**src/rtl/io_input_conditioner.sv**
```systemverilog
// Input conditioner for a bidirectional I/O pin: synchronises the raw pin sample,
// debounces it with a stability counter and derives edge strobes and an edge count.
module io_input_conditioner #(
    parameter int unsigned SYNC_STAGES     = 2,
    parameter int unsigned DEBOUNCE_CYCLES = 16,
    parameter int unsigned CNT_W           = 8,
    parameter int unsigned EDGE_SEL        = 0,
    parameter bit          RESET_LEVEL     = 1'b0
) (
    input  logic             clk,
    input  logic             rst_n,
    input  logic             en,
    input  logic             pin_in,
    input  logic             cnt_clr,
    output logic             level,
    output logic             rise,
    output logic             fall,
    output logic [CNT_W-1:0] event_count,
    output logic             busy
);

    // Wide enough for the largest legal debounce length.
    localparam int unsigned DbW = 16;

    typedef enum logic [0:0] {
        StStable,
        StQualify
    } state_e;

    logic [SYNC_STAGES-1:0] sync_q;
    logic                   sample;

    state_e                 state_q, state_d;
    logic [DbW-1:0]         db_cnt_q, db_cnt_d;
    logic                   level_q, level_d;
    logic                   rise_q, rise_d;
    logic                   fall_q, fall_d;
    logic [CNT_W-1:0]       count_q, count_d;
    logic                   count_hit;
    logic                   strobe_sel;

    // Synchroniser chain; shifts every clock independent of en.
    always_ff @(posedge clk or negedge rst_n) begin
        if (!rst_n) begin
            sync_q <= {SYNC_STAGES{RESET_LEVEL}};
        end else begin
            sync_q <= {sync_q[SYNC_STAGES-2:0], pin_in};
        end
    end

    assign sample    = sync_q[SYNC_STAGES-1];
    assign count_hit = (db_cnt_q == DbW'(DEBOUNCE_CYCLES));

    // State register plus the registered level, strobes and edge counter.
    always_ff @(posedge clk or negedge rst_n) begin
        if (!rst_n) begin
            state_q  <= StStable;
            db_cnt_q <= '0;
            level_q  <= RESET_LEVEL;
            rise_q   <= 1'b0;
            fall_q   <= 1'b0;
            count_q  <= '0;
        end else begin
            state_q  <= state_d;
            db_cnt_q <= db_cnt_d;
            level_q  <= level_d;
            rise_q   <= rise_d;
            fall_q   <= fall_d;
            count_q  <= count_d;
        end
    end

    // Next-state logic: qualify a differing sample for DEBOUNCE_CYCLES before accepting it.
    always_comb begin
        state_d  = state_q;
        db_cnt_d = db_cnt_q;
        level_d  = level_q;
        rise_d   = 1'b0;
        fall_d   = 1'b0;
        if (!en) begin
            // Disabling abandons any qualification in progress.
            state_d  = StStable;
            db_cnt_d = '0;
        end else begin
            unique case (state_q)
                StStable: begin
                    if (sample != level_q) begin
                        state_d  = StQualify;
                        db_cnt_d = DbW'(1);
                    end
                end
                StQualify: begin
                    if (sample == level_q) begin
                        // Glitch: the sample fell back before it was qualified.
                        state_d  = StStable;
                        db_cnt_d = '0;
                    end else if (count_hit) begin
                        state_d  = StStable;
                        db_cnt_d = '0;
                        level_d  = sample;
                        rise_d   = sample;
                        fall_d   = ~sample;
                    end else begin
                        db_cnt_d = db_cnt_q + DbW'(1);
                    end
                end
                default: begin
                    state_d  = StStable;
                    db_cnt_d = '0;
                end
            endcase
        end
    end

    // Edge counter next value; clear wins over a coincident counted strobe.
    always_comb begin
        strobe_sel = (rise_d && (EDGE_SEL != 1)) || (fall_d && (EDGE_SEL != 0));
        count_d    = count_q;
        if (cnt_clr) begin
            count_d = '0;
        end else if (strobe_sel) begin
            count_d = count_q + CNT_W'(1);
        end
    end

    // Outputs, all taken straight from registers.
    always_comb begin
        busy        = (state_q == StQualify);
        level       = level_q;
        rise        = rise_q;
        fall        = fall_q;
        event_count = count_q;
    end

endmodule

```
**config.mk**
```make
export PLATFORM = sky130hd
export DESIGN_NAME = io_input_conditioner
export DESIGN_NICKNAME = d
export VERILOG_FILES = /design/src/rtl/io_input_conditioner.sv
export SDC_FILE = /design/constraint.sdc
export NUM_CORES = 1
export LEC_CHECK = 0
export CAP_MARGIN = 20
export CORE_MARGIN = 2
export CORE_UTILIZATION = 55
export DETAILED_ROUTE_END_ITERATION = 8
export MAX_ROUTING_LAYER = met4
export PLACE_DENSITY = 0.78
export SYNTH_ARGS = -nofsm -noshare
export SYNTH_HDL_FRONTEND = slang
export SYNTH_SLANG_ARGS = --single-unit
```
**constraint.sdc**
```tcl
create_clock -name clk -period 6.8 [get_ports clk]
set_input_delay 1.02 -clock clk [delete_from_list [all_inputs] [get_ports clk]]
set_output_delay 1.02 -clock clk [all_outputs]
set_load 0.01 [all_outputs]
```
==> metrics <==
outcome finished, final reports clean; HPWL reported at the end of detailed placement roughly 2200 microns; CP arrival 2750 ps; Max-Cap Viols 0; drt via density 6.01; Critical Path RT roughly 7000 ps; worst clock skew 4.80 ps; nets approximately 190; initial antenna violation count 0; Worst setup SP type register; most frequent cells in the layout 30 x dfrtp_1, 17 x nand2_1, 16 x nor2_1, 16 x clkdlybuf4s50_1, 10 x a31oi_1; multiplexer area fraction after synthesis 1.31%; R2R Setup Slk ~4300 ps; root buffer cell clkbuf_4; Slew Viols, Final 0; slew margin rel. about 24%; GRT Util Overall 22.3%; Yosys top cell by area dfrtp_1; total global routing overflow 0; largest net degree at the start of global routing 31; GPL Wtd Cong 0.841; CTS clock-pin slew for the worst setup and hold paths 90 ps; post_cts resized 0; Yosys cell types 37; CTS Buffer Depth 2; Syn Std Cell Area 0.00153 sq mm; H-tree levels 2; Placed Instance Area roughly 0.0017 sq mm; period utilisation layout between 30% and 40%; Least-Margin Pin Slew 1130 ps; synthesis-stage register bit count 30; Synth-to-Final Area Change 16.1%; Crit Path Class register to register; Mapped Nets 169; vias in the first global route between 1,000 and 1,500; Synth Area per Inst approximately 9.5 sq um; Post-Synth Adder-Cell Area 2.46%; CTS sink count 30; Antenna Nets Post-Route 0; final wirelength 3130 microns; Post-Synth XOR/XNOR Area 4.59%; CTS Buf Count 5; RSZ-0062 raised after global routing false; setup violators final 0; Mapped Cells 161; clk_lat worst skew 330 ps; Initial DRC Count 35; Post-CTS Setup Bufs 0; minimum clock period after layout 2530 ps; starting density of the core about 57%; Port Buf Inserts 16; vias after detailed routing around 1,300; final core utilization between 60% and 70%; Synth top area share 49.2%; DRC viols 0; core area 0.00269 sq mm; Yosys warning count 0; Die Width 56.7 microns; type of the worst min-delay path register to register; TNS Setup 0 ps; I/O Pins 17; Final Hold Viols 0; Synth Area in Compound Gates ~14%; Worst R2R Path Depth 8; layout filler cell count roughly 220; die area 0.00321 sq mm; Pwr per Cell Area 174 mW/mm^2; first-pass GRT wire length about 5300 microns; share of cells above drive strength 1 7.78%; Worst Setup End Kind register; DR WL/cell between 10 and 15 microns; CTS tree done; Leakage 0.766 nW; num rows 19; final instance area 0.00177 sq mm; diode count 0; TritonRoute pass-1 iters 4; die height 56.7 microns; hold buffers post-CTS 0; Synth area leaders dfrtp_1 49%, nand2_1 4.2%, a31oi_1 4.1%, nor2_1 3.9%, o21ai_0 3.0%; sequential area share after synthesis 49.2%; top fanout value on the critical path 24; post-synthesis simple-gate area fraction roughly a quarter; Hold Crit Depth 0; fmax just under 0.4 GHz; Peak VDD IR 0.000151 V; most common cell after layout, fill and taps aside dfrtp_1; largest family of logic cells by synthesized area simple AND/OR/NAND/NOR gates
final timing paths:
| check | to | from |
|---|---|---|
| setup / recovery | db_cnt_q[4]$_DFFE_PN0P_ | db_cnt_q[0]$_DFFE_PN0P_ |
| hold / removal | sync_q[1]$_DFF_PN0_ | sync_q[0]$_DFF_PN0_ |
| setup reg to reg | db_cnt_q[4]$_DFFE_PN0P_ | db_cnt_q[0]$_DFFE_PN0P_ |
| hold reg to reg | sync_q[1]$_DFF_PN0_ | sync_q[0]$_DFF_PN0_ |
| max in group asynchronous | db_cnt_q[6]$_DFFE_PN0P_ | rst_n |
| min in group asynchronous | db_cnt_q[1]$_DFFE_PN0P_ | rst_n |
stage by stage:
| step | total power, mW | worst slack [ps] | hold slack, ps | instances |
|---|---|---|---|---|
| final | 0.308 | 4270 | 365 | 211 |
| after global routing | 0.321 | 4070 | 371 | 211 |
| after CTS | 0.313 | 4300 | 365 | 211 |
| after detailed placement | 0.203 | 4100 | 342 | 203 |
| after global placement | 0.202 | 4160 | 334 | 203 |
| after floorplan | 0.193 | 4550 | 331 | 161 |
layout make-up:
cell class                 instances  area, sq um  area share, %
clock buffer                       7         55.1           3.11
clock inverter                     1         5.00          0.282
inverter                           4         15.0          0.847
multi-input combinational        120          733           41.4
sequential                        30          751           42.3
tap                               31         38.8           2.19
timing repair buffer              18          175           9.88
routing by layer:
layer  track usage [%]  vias up  routed length, microns
met1              29.4      611                    1490
met2              32.4       29                    1410
met4              9.18        0                      53
met5                 -        -                       0
met3              6.45        5                     176
li1                  -      624                       -
synthesized netlist by cell type, drive strengths merged:
cell type  instances
o211a              1
or3                2
a21oi              6
and4               2
or3b               2
a211oi             1
a22o               2
a31oi             10
and2               1
a211o              1
nand4              7
nor4               5
clkbuf             4
a21o               2
nor2              16
nand3              9
or4                3
ha                 3
buf                3
mux2i              2
nor2b              1
nor3               2
dfrtp             30
nand2             17
a41oi              1
xnor2              4
o311a              1
nand3b             1
or4b               1
xor2               4
nor3b              1
and3               3
o21ai              9
inv                4
power breakdown:
group / internal [mW] / total (mW) / switching, mW
clock: 0.0500 / 0.109 / 0.0595
combinational: 0.00647 / 0.0170 / 0.0105
sequential: 0.180 / 0.182 / 0.00213
total: 0.236 / 0.308 / 0.0721
state kept, by name, summed over array words and instances (netlist names):
register,cells
busy,1
db_cnt_q,16
event_count,8
fall,1
level,1
rise,1
sync_q,2
cell families after synthesis:
kind of cell	after synthesis
and+or+nand+nor	73
AOI/OAI and AO/OA	34
DFF	30
buffers and inverters	11
xor gates and xnor gates	8
adders and majority gates	3
muxes	2
critical path, cell delays in order (launching register included):
cell and delay [ps]:
dfrtp_1 450, inv_1 90, ha_1 150, or3b_2 470, nor4_1 500, nor2_1 110
buf_4 240, a21o_1 180, a22o_2 240
Power figures use the tool's default switching activity.
==> variant 1, RTL diff (same settings) <==
Change the parameter `RESET_LEVEL` from 1'b0 to 1'b1.
--- a/src/rtl/io_input_conditioner.sv
+++ b/src/rtl/io_input_conditioner.sv
@@ -5,7 +5,7 @@
     parameter int unsigned DEBOUNCE_CYCLES = 16,
     parameter int unsigned CNT_W           = 8,
     parameter int unsigned EDGE_SEL        = 0,
-    parameter bit          RESET_LEVEL     = 1'b0
+    parameter bit          RESET_LEVEL     = 1'b1
 ) (
     input  logic             clk,
     input  logic             rst_n,
Behaviour: not the same (Yosys sat finds a counterexample within 4 cycles, from zero or initial values and one cycle with rst_n low).
==> variant 1 against the original RTL <==
  * Synthesized area is 0.25% higher
  * Sequential power is essentially flat
  * Clock skew up 7.9 ps
  * Total power grew 7.7%
  * Sequential share of layout area shrank 0.32 points
  * Setup slack better by 54 ps
  * Non-clock buffer count stayed put
  * Via count is 3.9% higher
  * Routed wire length is 8.4% higher
  * Cell count unchanged
  * Design area is 1.3% higher
  * Maximum frequency increased by 2.2%
  * Sequential cell count is the same
  * Die area grew 0.23%
==> variant 1: results (changes against the original RTL) <==
----------------------------------------------------
[Pwr]
  Power share of the sequential group ... 54.9% (-4.1 points)
  Maximum VDD drop ... 0.145 mV (-3.8%)
  Comb pwr share ... 5.2% (-0.3 points)
  Internal power of the cells ... 0.257 mW (+9.0%)
  Total leakage power ... 0.770 nW (+0.44%)

[Finish]
  Storage cell area ... 754 sq um (+0.50%)
  Non-clock buffer area fraction after layout ... 9.76% (-0.12 points)
  Area overhead of the layout relative to synthesis ... 17.3%
  Count of flip-flops and latches ... 30 (unchanged)

[Outcome]
  Run status ... finished, final reports clean

[Drt]
  DRT met1 WL ... 1500 um (+1.0%)
  Overall routed net length ... 3390 um (+8.4%)
  Number of violations reported at the end of detailed-routing iteration 0 ... 81 (+130%)
  Met2 WL post-DR ... 1680 um (+19%)
  Average vias per placed instance ... 6.25 (+3.9%)
  DR WL met3 ... 150 um (-15%)

[Hold path]
  Hold wc startpoint ... sync_q[0]
  WHS Endpoint ... sync_q[1]

[Global routing]
  Number of global-route vias before repair ... 1,295 (+12%)
  Total routing usage reported by global routing ... 24.6% (+2.3 points)
  Global routing met1 resource utilization ... 28.9% (-0.52 points)
  Global-route met2 utilization ... 39.5% (+7.1 points)
  First-pass GRT wire length ... 5910 um (+12%)

[Setup path]
  WP data arrival ... 2690 ps (-60 ps)
  Highest cell delay on the worst timing path ... 470 ps (-30 ps)
  Slowest stage cell, crit path ... sky130_fd_sc_hd__or3b_2

[Logic synthesis]
  Synth unique cells ... 38 (+2.7%)
  Most used standard cells in the synthesized netlist ... sky130_fd_sc_hd__dfrtp_1, sky130_fd_sc_hd__nand2_1, sky130_fd_sc_hd__nor2_1
  Most area-consuming cells after synthesis ... sky130_fd_sc_hd__dfrtp_1, sky130_fd_sc_hd__dfstp_2, sky130_fd_sc_hd__nand2_1, sky130_fd_sc_hd__a31oi_1, sky130_fd_sc_hd__nor2_1

[STA]
  Hold Slack ... 359 ps (-6.01 ps)
  Worst slew margin ... 30.5% (+6.4 points)
  Peak Freq ... 0.405 GHz (+2.2%)
  Setup clock skew after layout ... 12.7 ps (+7.90 ps)

[Placed design]
  Post-placement cell area ... 1720 sq um (+0.22%)
  Final weighted congestion in routability-driven placement ... 0.854 (+1.5%)
  DP Worst Slack ... 4090 ps (-15.2 ps)

----------------------------------------------------
[variant 1: changes by cell type in the layout (fill, tap and decap cells not counted)]
cell                       unedited run  this run
sky130_fd_sc_hd__clkinv_2             1         0
sky130_fd_sc_hd__dfstp_2              0         3
sky130_fd_sc_hd__dfrtp_1             30        27
sky130_fd_sc_hd__clkbuf_1             1         0
sky130_fd_sc_hd__clkbuf_8             1         3
[variant 1: kinds of logic after synthesis]
kind of cell	after synthesis	share of synthesized area (%)
muxes	2	1.31
adders and majority gates	3	2.45
buffers and inverters	11	2.78
and+or+nand+nor	73	25.4
DFF	30	49.3
xor gates and xnor gates	8	4.58
AOI/OAI and AO/OA	34	14.1
[variant 1: worst max-delay path, delay by kind of cell (launching register included)]
kind                     cells  cell delay (ps)
AO/OA/AOI/OAI                2              420
adder cells (fa/ha/maj)      1              140
buffers and inverters        2              310
flip-flops                   1              450
AND/OR/NAND/NOR              3             1030
==> variant 2, RTL diff (same settings) <==
Made on the original files. Add an input register stage for `en`, `pin_in` and `cnt_clr`, with the module's reset; this delays them by one clock.
--- a/src/rtl/io_input_conditioner.sv
+++ b/src/rtl/io_input_conditioner.sv
@@ -27,6 +27,22 @@
         StQualify
     } state_e;
 
+    logic en_q;
+    logic pin_q;
+    logic cnt_clr_q;
+
+    always_ff @(posedge clk or negedge rst_n) begin
+        if (!rst_n) begin
+            en_q      <= '0;
+            pin_q     <= '0;
+            cnt_clr_q <= '0;
+        end else begin
+            en_q      <= en;
+            pin_q     <= pin_in;
+            cnt_clr_q <= cnt_clr;
+        end
+    end
+
     logic [SYNC_STAGES-1:0] sync_q;
     logic                   sample;
 
@@ -44,7 +60,7 @@
         if (!rst_n) begin
             sync_q <= {SYNC_STAGES{RESET_LEVEL}};
         end else begin
-            sync_q <= {sync_q[SYNC_STAGES-2:0], pin_in};
+            sync_q <= {sync_q[SYNC_STAGES-2:0], pin_q};
         end
     end
 
@@ -77,7 +93,7 @@
         level_d  = level_q;
         rise_d   = 1'b0;
         fall_d   = 1'b0;
-        if (!en) begin
+        if (!en_q) begin
             // Disabling abandons any qualification in progress.
             state_d  = StStable;
             db_cnt_d = '0;
@@ -116,7 +132,7 @@
     always_comb begin
         strobe_sel = (rise_d && (EDGE_SEL != 1)) || (fall_d && (EDGE_SEL != 0));
         count_d    = count_q;
-        if (cnt_clr) begin
+        if (cnt_clr_q) begin
             count_d = '0;
         end else if (strobe_sel) begin
             count_d = count_q + CNT_W'(1);
Formal check against the unedited RTL: not equivalent (Yosys sat finds a counterexample within 4 cycles, from zero or initial values and one cycle with rst_n low).
==> variant 2 against the original RTL <==
  * Critical endpoint is now db_cnt_q[15]
  * Total power increased by 6.5%
  * Setup slack got worse by 3.4 ps
  * Sequential share of layout area increased by 1.7 points
  * Maximum frequency decreased by 0.13%
  * Routed wire length increased by 5.4%
  * Largest power group unchanged
  * Design area increased by 5.8%
  * Sequential cell count increased by 3
  * Synthesized area increased by 7.1%
==> variant 2: results (changes against the original RTL) <==
----------------------------------------------------
[Outcome]
  Run status ... finished, final reports clean

[Setup path]
  Critical R2R Capture ... db_cnt_q[15]
  R2r worst-path depth ... 6 (-2)
  Highest cell delay on the worst timing path ... 600 ps (+100 ps)
  Slowest stage cell, crit path ... sky130_fd_sc_hd__or4_4
  Endpoint of the most critical setup path ... db_cnt_q[15]
  Critical-path maximum fanout ... 13 (-46%)
  Worst flop-to-flop path startpoint ... db_cnt_q[9]

[Drt]
  Average vias per placed instance ... 6.20 (+3.1%)
  First-pass iteration count of the detailed router ... 6 (+2)
  DR WL met3 ... 179 um (+1.7%)
  Via count ... 1,327 (+4.6%)
  Met2 WL post-DR ... 1580 um (+12%)
  Number of violations reported at the end of detailed-routing iteration 0 ... 47 (+34%)

[STA]
  Hold Slack ... 366 ps (+0.588 ps)
  Crit path time final ... 2530 ps (+3.38 ps)
  Worst slew margin ... 45.0% (+21 points)

[Logic synthesis]
  Most used standard cells in the synthesized netlist ... sky130_fd_sc_hd__dfrtp_1, sky130_fd_sc_hd__nand2_1, sky130_fd_sc_hd__nor2_1
  Synth unique cells ... 36 (-2.7%)
  Most area-consuming cells after synthesis ... sky130_fd_sc_hd__dfrtp_1, sky130_fd_sc_hd__nand2_1, sky130_fd_sc_hd__a31oi_1, sky130_fd_sc_hd__a21oi_1, sky130_fd_sc_hd__nor2_1
  Post-synthesis cell count ... 165 (+2.5%)
  Portion of the post-synthesis area used by sequential elements ... 50.5% (+1.3 points)

[Placed design]
  Post-placement cell area ... 1820 sq um (+6.3%)
  Sum of net half-perimeters after detailed placement ... 2330 um (+5.9%)
  Total instance count after detailed placement ... 206 (+1.5%)

[Global routing]
  Global routing met1 resource utilization ... 28.3% (-1.1 points)
  Met3 Track Usage GR ... 7.03% (+0.58 points)
  Global-route met2 utilization ... 34.3% (+2.0 points)
  Largest net degree at the start of global routing ... 34 (+9.7%)
  Total routing usage reported by global routing ... 22.5% (+0.18 points)
  Number of global-route vias before repair ... 1,216 (+5.0%)

[Pwr]
  Total leakage power ... 0.782 nW (+2.1%)

[Hold path]
  Path class of the lowest-slack min-delay path ... reg -> reg

[Finish]
  Fraction of the core area covered by cells at the end of the flow ... 67.4% (+1.4 points)
  Number of inserted filler cells in the final layout ... 212 (-3.2%)
  Post-layout net count ... 190 (+1.6%)
  Number of antenna diodes ... 0 (unchanged)

[Clock tree]
  Worst-Skew Late Latency ... 350 ps (+20 ps)

----------------------------------------------------
[variant 2: final cells by class]
type	instances	area share, %
clock buffers	5	2.00
clock inverters	3	0.934
inverters	4	0.801
multi-input cells	120	40.6
flip-flops and latches	33	44.0
well taps	31	2.07
repair buffers	18	9.54
[variant 2: power by group]
| group | internal [mW] | total [mW] | leakage [nW] | switching [mW] |
|---|---|---|---|---|
| registers | 0.199 | 0.202 | 0.447 | 0.00370 |
| logic | 0.00664 | 0.0170 | 0.304 | 0.0104 |
| clock network | 0.0389 | 0.109 | 0.0310 | 0.0700 |
[variant 2: cell families after synthesis]
family | count (synthesis) | share of synthesized area [%]
XOR/XNOR | 6 | 3.21
flip-flops | 33 | 50.5
adder cells (fa/ha/maj) | 3 | 2.30
multiplexers | 3 | 1.91
AND/OR/NAND/NOR | 73 | 26.3
buffers and inverters | 12 | 2.91
AO/OA/AOI/OAI | 35 | 12.9
